==> config.mk <==
export PLATFORM = sky130hd
export DESIGN_NAME = ro_puf_compare_flat
export DESIGN_NICKNAME = d
export VERILOG_FILES = /design/src/rtl/ro_puf_pkg.sv /design/src/rtl/ro_puf_compare_if.sv /design/src/rtl/ro_edge_counter.sv /design/src/rtl/ro_puf_compare.sv /design/src/flat_wrapper.sv
export SDC_FILE = /design/constraint.sdc
export NUM_CORES = 1
export LEC_CHECK = 0
export ABC_AREA = 0
export BUFFER_PORTS_ARGS = -buffer_cell sky130_fd_sc_hd__buf_2
export CAP_MARGIN = 10
export CELL_PAD_IN_SITES_DETAIL_PLACEMENT = 1
export CELL_PAD_IN_SITES_GLOBAL_PLACEMENT = 1
export CORE_ASPECT_RATIO = 0.9
export CORE_MARGIN = 3
export CORE_UTILIZATION = 40
export CTS_BUF_LIST = sky130_fd_sc_hd__clkbuf_8
export DETAILED_ROUTE_END_ITERATION = 8
export PLACE_DENSITY = 0.78
export SKIP_CTS_REPAIR_TIMING = 1
export SKIP_LAST_GASP = 1
export SLEW_MARGIN = 20
export SYNTH_ARGS = -nofsm -noshare
export SYNTH_HDL_FRONTEND = slang
export SYNTH_SLANG_ARGS = --single-unit
==> constraint.sdc <==
create_clock -name clk -period 3.6 [get_ports clk]
set_input_delay 0.36 -clock clk [delete_from_list [all_inputs] [get_ports clk]]
set_output_delay 0.36 -clock clk [all_outputs]
set_load 0.02 [all_outputs]
==> src/rtl/ro_puf_pkg.sv <==
// ----------------------------------------------------------------------------
// ro_puf_pkg
// Shared definitions for the RO-PUF comparator slice: the measurement FSM
// state encoding and the default mux-select / edge-counter widths.
// No ports (package).
// ----------------------------------------------------------------------------
package ro_puf_pkg;

  localparam int DEF_SEL_W = 3;
  localparam int DEF_CNT_W = 16;

  // ST_ prefix keeps the SETTLE state name clear of the SETTLE parameter
  typedef enum logic [2:0] {
    ST_IDLE,
    ST_RESET,
    ST_SETTLE,
    ST_COUNT,
    ST_DONE
  } state_t;

endpackage

==> src/rtl/ro_puf_compare_if.sv <==
// ----------------------------------------------------------------------------
// ro_puf_compare_if
// Bundles the challenge request handshake, the oscillator mux/control lines
// and the response handshake of ro_puf_compare.
//   slave  : the comparator (drives ready, selects, osc controls, response)
//   master : the environment (drives start/challenge, osc outputs, resp_ready)
// ----------------------------------------------------------------------------
interface ro_puf_compare_if #(
  parameter int SEL_W = ro_puf_pkg::DEF_SEL_W,
  parameter int CNT_W = ro_puf_pkg::DEF_CNT_W
);

  logic               start;
  logic [2*SEL_W-1:0] challenge;
  logic               ready;
  logic [SEL_W-1:0]   sel_a;
  logic [SEL_W-1:0]   sel_b;
  logic               ro_rst;
  logic               ro_enable;
  logic               ro_a;
  logic               ro_b;
  logic               resp_valid;
  logic               resp_ready;
  logic               resp;
  logic               tie;
  logic [CNT_W-1:0]   cnt_a;
  logic [CNT_W-1:0]   cnt_b;

  modport slave (
    input  start, challenge, ro_a, ro_b, resp_ready,
    output ready, sel_a, sel_b, ro_rst, ro_enable,
           resp_valid, resp, tie, cnt_a, cnt_b
  );

  modport master (
    output start, challenge, ro_a, ro_b, resp_ready,
    input  ready, sel_a, sel_b, ro_rst, ro_enable,
           resp_valid, resp, tie, cnt_a, cnt_b
  );

endinterface

==> src/rtl/ro_edge_counter.sv <==
// ----------------------------------------------------------------------------
// ro_edge_counter
// Brings one asynchronous oscillator output into the clk domain through a
// 2-flop synchronizer, detects its rising edges and counts them into a
// saturating counter.
//   clk, rst   : clock, asynchronous active-low reset
//   ro_in      : oscillator output, asynchronous to clk
//   clr        : synchronous clear of the count (wins over en)
//   en         : count detected edges while high
//   count      : registered count
//   count_nxt  : value count takes at the next edge
// ----------------------------------------------------------------------------
module ro_edge_counter #(
  parameter int CNT_W = 16
) (
  input  logic             clk,
  input  logic             rst,
  input  logic             ro_in,
  input  logic             clr,
  input  logic             en,
  output logic [CNT_W-1:0] count,
  output logic [CNT_W-1:0] count_nxt
);

  localparam logic [CNT_W-1:0] CNT_ONE = CNT_W'(1);

  logic sync_q1;
  logic sync_q2;
  logic rise;

  assign rise = sync_q1 && !sync_q2;

  // Stops at all-ones instead of wrapping so a fast oscillator never
  // appears slower than a slow one.
  always_comb begin
    count_nxt = count;
    if (clr)
      count_nxt = '0;
    else if (en && rise && (count != '1))
      count_nxt = count + CNT_ONE;
  end

  always_ff @(posedge clk or negedge rst) begin
    if (!rst) begin
      sync_q1 <= 1'b0;
      sync_q2 <= 1'b0;
      count   <= '0;
    end else begin
      sync_q1 <= ro_in;
      sync_q2 <= sync_q1;
      count   <= count_nxt;
    end
  end

endmodule

==> src/rtl/ro_puf_compare.sv <==
// ----------------------------------------------------------------------------
// ro_puf_compare
// Takes a challenge (two oscillator selects), resets and enables the ring
// oscillators, lets the synchronizers settle, counts rising edges of both
// selected oscillators over a WINDOW-cycle gate and returns one response
// bit (cnt_a > cnt_b), a tie flag and both raw counts via valid/ready.
//   clk, rst : clock, asynchronous active-low reset
//   bus      : ro_puf_compare_if slave (request, oscillator, response)
// ----------------------------------------------------------------------------
module ro_puf_compare
  import ro_puf_pkg::*;
#(
  parameter int SEL_W   = DEF_SEL_W,
  parameter int CNT_W   = DEF_CNT_W,
  parameter int WINDOW  = 1024,
  parameter int RST_CYC = 2,
  parameter int SETTLE  = 3
) (
  input logic              clk,
  input logic              rst,
  ro_puf_compare_if.slave  bus
);

  localparam int PH_MAX = (RST_CYC > SETTLE)
                          ? ((RST_CYC > WINDOW) ? RST_CYC : WINDOW)
                          : ((SETTLE  > WINDOW) ? SETTLE  : WINDOW);
  localparam int PH_W   = $clog2(PH_MAX + 1);

  // Each phase lasts load+1 cycles, counting down to zero
  localparam logic [PH_W-1:0] RST_LOAD = PH_W'(RST_CYC - 1);
  localparam logic [PH_W-1:0] SET_LOAD = PH_W'(SETTLE - 1);
  localparam logic [PH_W-1:0] WIN_LOAD = PH_W'(WINDOW - 1);
  localparam logic [PH_W-1:0] PH_ONE   = PH_W'(1);

  state_t           state;
  logic [PH_W-1:0]  phase;
  logic             accept;
  logic             counting;
  logic [CNT_W-1:0] a_cnt, a_nxt;
  logic [CNT_W-1:0] b_cnt, b_nxt;

  assign accept   = (state == ST_IDLE) && bus.start;
  assign counting = (state == ST_COUNT);

  ro_edge_counter #(.CNT_W(CNT_W)) u_cnt_a (
    .clk      (clk),
    .rst      (rst),
    .ro_in    (bus.ro_a),
    .clr      (accept),
    .en       (counting),
    .count    (a_cnt),
    .count_nxt(a_nxt)
  );

  ro_edge_counter #(.CNT_W(CNT_W)) u_cnt_b (
    .clk      (clk),
    .rst      (rst),
    .ro_in    (bus.ro_b),
    .clr      (accept),
    .en       (counting),
    .count    (b_cnt),
    .count_nxt(b_nxt)
  );

  assign bus.cnt_a = a_cnt;
  assign bus.cnt_b = b_cnt;

  // resp/tie are taken from the counters' next values on the last COUNT
  // cycle so they already include an edge landing on that final cycle.
  always_ff @(posedge clk or negedge rst) begin
    if (!rst) begin
      state          <= ST_IDLE;
      phase          <= '0;
      bus.ready      <= 1'b1;
      bus.sel_a      <= '0;
      bus.sel_b      <= '0;
      bus.ro_rst     <= 1'b0;
      bus.ro_enable  <= 1'b0;
      bus.resp_valid <= 1'b0;
      bus.resp       <= 1'b0;
      bus.tie        <= 1'b0;
    end else begin
      case (state)
        ST_IDLE: begin
          if (bus.start) begin
            bus.sel_a     <= bus.challenge[SEL_W-1:0];
            bus.sel_b     <= bus.challenge[2*SEL_W-1:SEL_W];
            bus.ready     <= 1'b0;
            bus.ro_rst    <= 1'b1;
            bus.ro_enable <= 1'b1;
            phase         <= RST_LOAD;
            state         <= ST_RESET;
          end
        end
        ST_RESET: begin
          if (phase == '0) begin
            bus.ro_rst <= 1'b0;
            phase      <= SET_LOAD;
            state      <= ST_SETTLE;
          end else begin
            phase <= phase - PH_ONE;
          end
        end
        ST_SETTLE: begin
          if (phase == '0) begin
            phase <= WIN_LOAD;
            state <= ST_COUNT;
          end else begin
            phase <= phase - PH_ONE;
          end
        end
        ST_COUNT: begin
          if (phase == '0) begin
            bus.ro_enable  <= 1'b0;
            bus.resp_valid <= 1'b1;
            bus.resp       <= (a_nxt > b_nxt);
            bus.tie        <= (a_nxt == b_nxt);
            phase          <= '0;
            state          <= ST_DONE;
          end else begin
            phase <= phase - PH_ONE;
          end
        end
        ST_DONE: begin
          if (bus.resp_ready) begin
            bus.resp_valid <= 1'b0;
            bus.ready      <= 1'b1;
            phase          <= '0;
            state          <= ST_IDLE;
          end
        end
        default: begin
          state <= ST_IDLE;
        end
      endcase
    end
  end

endmodule

==> src/flat_wrapper.sv <==
// flat-port wrapper written by rule: the top's interface ports become plain ports
module ro_puf_compare_flat import ro_puf_pkg::*;
#(
  parameter int SEL_W   = DEF_SEL_W,
  parameter int CNT_W   = DEF_CNT_W,
  parameter int WINDOW  = 1024,
  parameter int RST_CYC = 2,
  parameter int SETTLE  = 3
)
  (clk, rst, bus_start, bus_challenge, bus_ro_a, bus_ro_b, bus_resp_ready, bus_ready, bus_sel_a, bus_sel_b, bus_ro_rst, bus_ro_enable, bus_resp_valid, bus_resp, bus_tie, bus_cnt_a, bus_cnt_b);
  ro_puf_compare_if #(.SEL_W(SEL_W), .CNT_W(CNT_W)) bus_i ();
  input logic clk;
  input logic rst;
  input wire logic [$bits(bus_i.start)-1:0] bus_start;
  input wire logic [$bits(bus_i.challenge)-1:0] bus_challenge;
  input wire logic [$bits(bus_i.ro_a)-1:0] bus_ro_a;
  input wire logic [$bits(bus_i.ro_b)-1:0] bus_ro_b;
  input wire logic [$bits(bus_i.resp_ready)-1:0] bus_resp_ready;
  output wire logic [$bits(bus_i.ready)-1:0] bus_ready;
  output wire logic [$bits(bus_i.sel_a)-1:0] bus_sel_a;
  output wire logic [$bits(bus_i.sel_b)-1:0] bus_sel_b;
  output wire logic [$bits(bus_i.ro_rst)-1:0] bus_ro_rst;
  output wire logic [$bits(bus_i.ro_enable)-1:0] bus_ro_enable;
  output wire logic [$bits(bus_i.resp_valid)-1:0] bus_resp_valid;
  output wire logic [$bits(bus_i.resp)-1:0] bus_resp;
  output wire logic [$bits(bus_i.tie)-1:0] bus_tie;
  output wire logic [$bits(bus_i.cnt_a)-1:0] bus_cnt_a;
  output wire logic [$bits(bus_i.cnt_b)-1:0] bus_cnt_b;
  assign bus_i.start = bus_start;
  assign bus_i.challenge = bus_challenge;
  assign bus_i.ro_a = bus_ro_a;
  assign bus_i.ro_b = bus_ro_b;
  assign bus_i.resp_ready = bus_resp_ready;
  assign bus_ready = bus_i.ready;
  assign bus_sel_a = bus_i.sel_a;
  assign bus_sel_b = bus_i.sel_b;
  assign bus_ro_rst = bus_i.ro_rst;
  assign bus_ro_enable = bus_i.ro_enable;
  assign bus_resp_valid = bus_i.resp_valid;
  assign bus_resp = bus_i.resp;
  assign bus_tie = bus_i.tie;
  assign bus_cnt_a = bus_i.cnt_a;
  assign bus_cnt_b = bus_i.cnt_b;
  ro_puf_compare #(.SEL_W(SEL_W), .CNT_W(CNT_W), .WINDOW(WINDOW), .RST_CYC(RST_CYC), .SETTLE(SETTLE)) u_core (.clk(clk), .rst(rst), .bus(bus_i));
endmodule
Word-level counts from Yosys, hierarchy flattened
Cells that the tools add are included.
{"block": "word_totals", "regBits": 62, "input_bits": 12, "output_inout_bits": 44, "wordCells": 82}
{"block": "op_classes", "addsub": 3, "order_cmp": 1, "eq_ne": 12, "n_mux": 26, "n_reduce_logical": 24}
{"cell": "$mux W16", "count": 4}
{"cell": "$mux W11", "count": 5}
{"cell": "$pmux W11 S5", "count": 1}
{"cell": "$add A16 B1 Y16 const B", "count": 2}
{"cell": "$ne A16 B16 Y1 const B", "count": 2}
{"cell": "$eq A16 B16 Y1", "count": 1}
{"cell": "$gt A16 B16 Y1", "count": 1}
{"cell": "$mux W3", "count": 5}
{"cell": "$pmux W3 S5", "count": 1}
{"cell": "$reduce_and A3 Y1", "count": 5}
{"cell": "$logic_not A11 Y1", "count": 1}
{"cell": "$sub A11 B1 Y11 const B", "count": 1}
{"cell": "$pmux W1 S2", "count": 4}
{"cell": "$reduce_bool A2 Y1", "count": 4}
{"cell": "$logic_and A1 B1 Y1", "count": 7}
{"cell": "$eq A3 B2 Y1 const B", "count": 2}
{"cell": "$mux W1", "count": 6}
{"cell": "$ne A2 B1 Y1 const B", "count": 3}
{"cell": "$reduce_and A5 Y1", "count": 1}
{"cell": "$reduce_bool A5 Y1", "count": 1}
{"cell": "$ne A2 B2 Y1 const B", "count": 2}
{"cell": "$reduce_and A2 Y1", "count": 2}
{"cell": "$eq A3 B1 Y1 const B", "count": 1}
{"cell": "$eq A3 B3 Y1 const B", "count": 1}
{"cell": "2 further kinds", "count": 3}

Depth between registers and ports, before layout
{"block": "depth", "ltp_word": 7, "mapped_depth": 13, "mapped_depth_nobuf": 12}

Modules after synthesis
From an unflattened synthesis, not the netlist that was laid out.
{"block": "unflattened", "hier_cells": 385, "hier_area_um2": 3678.5}
{"mod": "ro_edge_counter", "n_inst": 2, "cells_per_inst": 97, "area_each_um2": 967.2, "seq_area_each_um2": 450.4}
{"mod": "ro_puf_compare", "n_inst": 1, "cells_per_inst": 191, "area_each_um2": 1744.2, "seq_area_each_um2": 651.9}

Least setup slack after synthesis
Ideal clock, no wire load.
{"block": "synth_path", "kind": "register -> register", "start": "reg u_core.u_cnt_b.count[4]", "end": "reg u_core.bus.resp", "setup_ps": 96, "t_arrival_ps": 2782, "required_time_ps": 3504, "slack_ps": 722, "path_stages_with_launch": 11, "path_cell_list": "dfrtp_1 > nand4_1 > nor4_4 > a211oi_1 > xnor2_1 > or2_2 > ha_1 > nand4_1 > a2111oi_0 > a2111oi_0 > o31ai_1"}
{"block": "synth_between", "elab_chain_len": 5, "elab_cells_between_ends": 6, "cone_classes": "add/sub: 1; order compare: 1; eq/ne: 1; mux: 2; reduce/logical: 1"}
{"item": "from (decl)", "line": "ro_edge_counter.sv:21", "rtl": "output logic [CNT_W-1:0] count,"}
{"item": "from (signal assigned)", "line": "ro_edge_counter.sv:51", "rtl": "count <= count_nxt;"}
{"item": "branches (longest 2 deep; another with $add A16 B1 Y16)"}
{"item": "$mux W16 (*)", "line": "ro_edge_counter.sv:39", "rtl": "else if (en && rise && (count != '1))"}
{"item": "$mux W16 (*)", "line": "ro_edge_counter.sv:37", "rtl": "if (clr)"}
{"item": "$gt A16 B16 Y1 (*)", "line": "ro_puf_compare.sv:116", "rtl": "bus.resp <= (a_nxt > b_nxt);"}
{"item": "to (signal assigned)", "line": "ro_puf_compare.sv:116"}
{"item": "to (decl)", "line": "ro_puf_compare_if.sv:32", "rtl": "resp_valid, resp, tie, cnt_a, cnt_b"}
Every way passes the cells marked *.
A chain may end at the register's enable or synchronous reset.

Worst setup path in the final report
{"block": "layout_path", "start": "reg u_core.state[2]", "end": "reg u_core.bus.resp"}
{"block": "layout_between", "elab_chain_len": 6, "elab_cells_between_ends": 13, "cone_classes": "order compare: 1; eq/ne: 1; mux: 4; reduce/logical: 7"}
{"item": "from (decl)", "line": "ro_puf_compare.sv:35", "rtl": "state_t state;"}
{"item": "from (signal assigned)", "line": "ro_puf_compare.sv:72", "rtl": "state <= ST_IDLE;"}
{"item": "from (signal assigned)", "line": "ro_puf_compare.sv:92", "rtl": "state <= ST_RESET;"}
{"item": "from (signal assigned)", "line": "ro_puf_compare.sv:99", "rtl": "state <= ST_SETTLE;"}
{"item": "$eq A3 B2 Y1", "line": "ro_puf_compare.sv:43", "rtl": "assign counting = (state == ST_COUNT);"}
{"item": "$logic_and A1 B1 Y1 (2 in series)", "line": "ro_edge_counter.sv:39"}
{"item": "$mux W16", "line": "ro_edge_counter.sv:39"}
{"item": "$mux W16 (*)", "line": "ro_edge_counter.sv:37"}
{"item": "net u_core.a_nxt[9]", "line": "ro_puf_compare.sv:39", "rtl": "logic [CNT_W-1:0] a_cnt, a_nxt;"}
{"item": "$gt A16 B16 Y1 (*)", "line": "ro_puf_compare.sv:116"}
Mark *: on every way through the listed nets, which the timed path passes. The rest lies on a longest branch.

==> impl_metrics.env <==
export IMPL_worstPathMaxFanout=13
export IMPL_slew_headroom=0.584
export IMPL_finalClockSkew_ns=0.00902
export IMPL_yosysTopAreaCellShare=0.422
export IMPL_tns_ns=0
export IMPL_syn2layout_area_growth_pct=16.9
export IMPL_final_util=0.487
export IMPL_syn_area_per_cell_um2=9.44
export IMPL_setup_viol=0
export IMPL_multi_input_area_um2=1980
export IMPL_vias=3083
export IMPL_leakage_nw=1.96
export IMPL_path_cells="nand3b_1 -> nor3_2 -> nand4_1 -> nor2b_1 -> a211oi_1 -> ha_1 -> a21o_1 -> nand3_1 -> a21oi_1 -> a2111oi_0 -> o31ai_1"
export IMPL_crit_path_end_kind="flip-flop"
export IMPL_antenna_found_initial=0
export IMPL_grt_use_total=0.199
export IMPL_clk_pin_slew_worst_paths_ns=0.07
export IMPL_syn_cell_area_um2=3620
export IMPL_regToRegSetupSlack_ns=0.32
export IMPL_die_h_um=96.2
export IMPL_peakVddDrop_mv=0.273
export IMPL_status="finished clean"
export IMPL_path_class="reg2reg"
export IMPL_cp_slowest_cell="dfrtp_1"
export IMPL_synth_edf_count=0
export IMPL_std_cell_rows=32
export IMPL_coreArea_um2=8690
export IMPL_final_period_utilization=0.910
export IMPL_required_ns=3.81
export IMPL_rsz0062_at_grt="no"
export IMPL_cts_buffer_depth=2
export IMPL_overflow=0
export IMPL_reg2reg_to="u_core.bus.resp$_DFFE_PN0P_"
export IMPL_tightest_slew_ns=0.622
export IMPL_synth_cell_type_count=61
export IMPL_cts_tree="done"
export IMPL_ys_seq_elements=62
export IMPL_nets=473
export IMPL_startpoint_type="flip-flop"
export IMPL_critPathTopFamily="simple AND/OR/NAND/NOR gates"
export IMPL_ys_flop_type="dfrtp_1"
export IMPL_fp_dieW_um=106
export IMPL_die_area_um2=10200
export IMPL_num_io_pins=56
export IMPL_p_per_area_nw_per_um2=828
export IMPL_synth_seq_area_share=0.429
export IMPL_cts_root_buf="clkbuf_8"
export IMPL_layout_commonest_cell="dfrtp_1"
export IMPL_maxCapViolCount=0
export IMPL_drc=0
export IMPL_rr_worst_depth=11
export IMPL_seq_area_um2=1550
export IMPL_synth_area_leader_cell="dfrtp_1"
export IMPL_numCtsBuffers=9
export IMPL_grt_pass1_vias=3259
export IMPL_syn_nets=414
export IMPL_synth_warnings=0
export IMPL_cp_data_arrival_time_ns=3.49
export IMPL_hpwl_mm=7.05
export IMPL_dp_slack_ns=0.165
export IMPL_fillers=1042
export IMPL_n_antenna_cell=0
export IMPL_place_gp_congestion=0.833
export IMPL_drive_gt1_frac=0.228
export IMPL_hp_class="in2async"
export IMPL_hold_viol_final=0
export IMPL_grt_pass1_wl_mm=16.1
export IMPL_drt_pre_antenna_iters=4
export IMPL_fmax_mhz=305
export IMPL_slowest_delay_ns=0.52
export IMPL_grt_start_max_net_pins=43
export IMPL_final_antenna_net_count=0
export IMPL_critPathBufInv=0
export IMPL_via_per_inst=5.45
export IMPL_routedWlPerCell_um=17.0
export IMPL_rr_startpoint="u_core.state[2]$_DFFE_PN0P_"
export IMPL_start_util=0.416
export IMPL_netlist_top_cells_area="dfrtp_1 (42%), ha_1 (6.6%), nand2_1 (5.3%)"
export IMPL_drv_slew=0
export IMPL_worstSkewPairLatency_ns=0.34
export IMPL_async_flop_share=1.00
export IMPL_cts_htree_levels=3
export IMPL_first_iter_violations=95
export IMPL_period_needed_ns=3.28
export IMPL_synth_cells=383
export IMPL_final_cell_mix="dfrtp_1 (61), buf_2 (54), nand2_1 (51)"
export IMPL_numPortBuffers=55
export IMPL_cts_sinks=62
export IMPL_routed_wl_mm=9.60
export IMPL_fin_hold_ws_ns=0.0179
export IMPL_setup_slack_ns=0.324
-- cell type report --
type,instances,area share
clock buffer,11,0.0358
inverter,8,0.00710
clock inverter,5,0.0115
multi-input combinational,303,0.469
timing repair buffer,58,0.0740
sequential,62,0.367
tap,119,0.0352
-- per-stage QoR --
stage	cell area [um^2]	cells	power [mW]
3_5_place_dp	4030	550	2.89
4_1_cts	4230	566	3.55
6_report	4230	566	3.50
3_3_place_gp	4030	550	2.80
5_1_grt	4230	566	3.81
2_1_floorplan	3620	383	2.33
-- cells by family (layout without fill, tap and decap cells) --
group	after synthesis	in the layout	synth area share
AOI/OAI and AO/OA	70	70	0.133
xor gates and xnor gates	28	28	0.0678
adders and majority gates	19	19	0.0657
buffers and inverters	18	82	0.0232
DFF	62	62	0.429
muxes	3	3	0.00899
and+or+nand+nor	183	183	0.272
-- per-layer routing --
metal	track usage	part of all wire
met3	0.0483	0.042
met1	0.243	0.44
met5	0	0
met4	0.0647	0.012
met2	0.349	0.50
-- synth_stat cells (2+ instances only) --
cell,number
nor4_1,3
nand2_1,51
a2111oi_0,2
o211ai_1,5
nand4_1,14
a21o_1,5
or2_2,7
and2_1,3
o31ai_1,5
xor2_1,12
dfrtp_1,61
nand4_2,2
nand3b_1,2
a21oi_1,18
o21ai_0,16
nor2b_1,2
o21ai_1,2
nor3_1,7
nand3_1,13
ha_1,19
a2111oi_2,2
a211oi_1,4
buf_6,2
and3_1,7
nand3_4,2
or2_1,7
clkbuf_1,7
xnor2_1,16
o2bb2ai_1,2
and4_1,3
nand2b_1,3
nand2_2,2
inv_1,8
nor2_1,42
-- report_power, final --
part	internal, mW	leakage (nW)	switching (mW)
sequential	0.944	0.783	0.322
clock	0.352	0.110	0.280
combinational	0.621	1.07	0.985
-- how the worst max path moves through the flow --
stage	start	endpoint	slack, ns	cells past startpoint
floorplan	u_core.u_cnt_b.count[4]$_DFF_PN0_	u_core.bus.resp$_DFFE_PN0P_	0.72	10
global placement	u_core.u_cnt_b.count[0]$_DFF_PN0_	u_core.bus.resp$_DFFE_PN0P_	0.42	11
detailed placement	u_core.u_cnt_b.count[1]$_DFF_PN0_	u_core.bus.resp$_DFFE_PN0P_	0.16	11
CTS	u_core.u_cnt_b.count[0]$_DFF_PN0_	u_core.bus.resp$_DFFE_PN0P_	0.17	11
global route	u_core.state[2]$_DFFE_PN0P_	u_core.bus.resp$_DFFE_PN0P_	0.06	11
finish	u_core.state[2]$_DFFE_PN0P_	u_core.bus.resp$_DFFE_PN0P_	0.32	11
-- state kept, by name, summed over array words and instances (netlist names), 3 cells and up --
name / flops
u_core.u_cnt_b.count: 16
u_core.state: 3
u_core.phase: 11
u_core.u_cnt_a.count: 16
u_core.bus.sel_a: 3
u_core.bus.sel_b: 3
No activity file was read; power rests on OpenSTA's default activity.
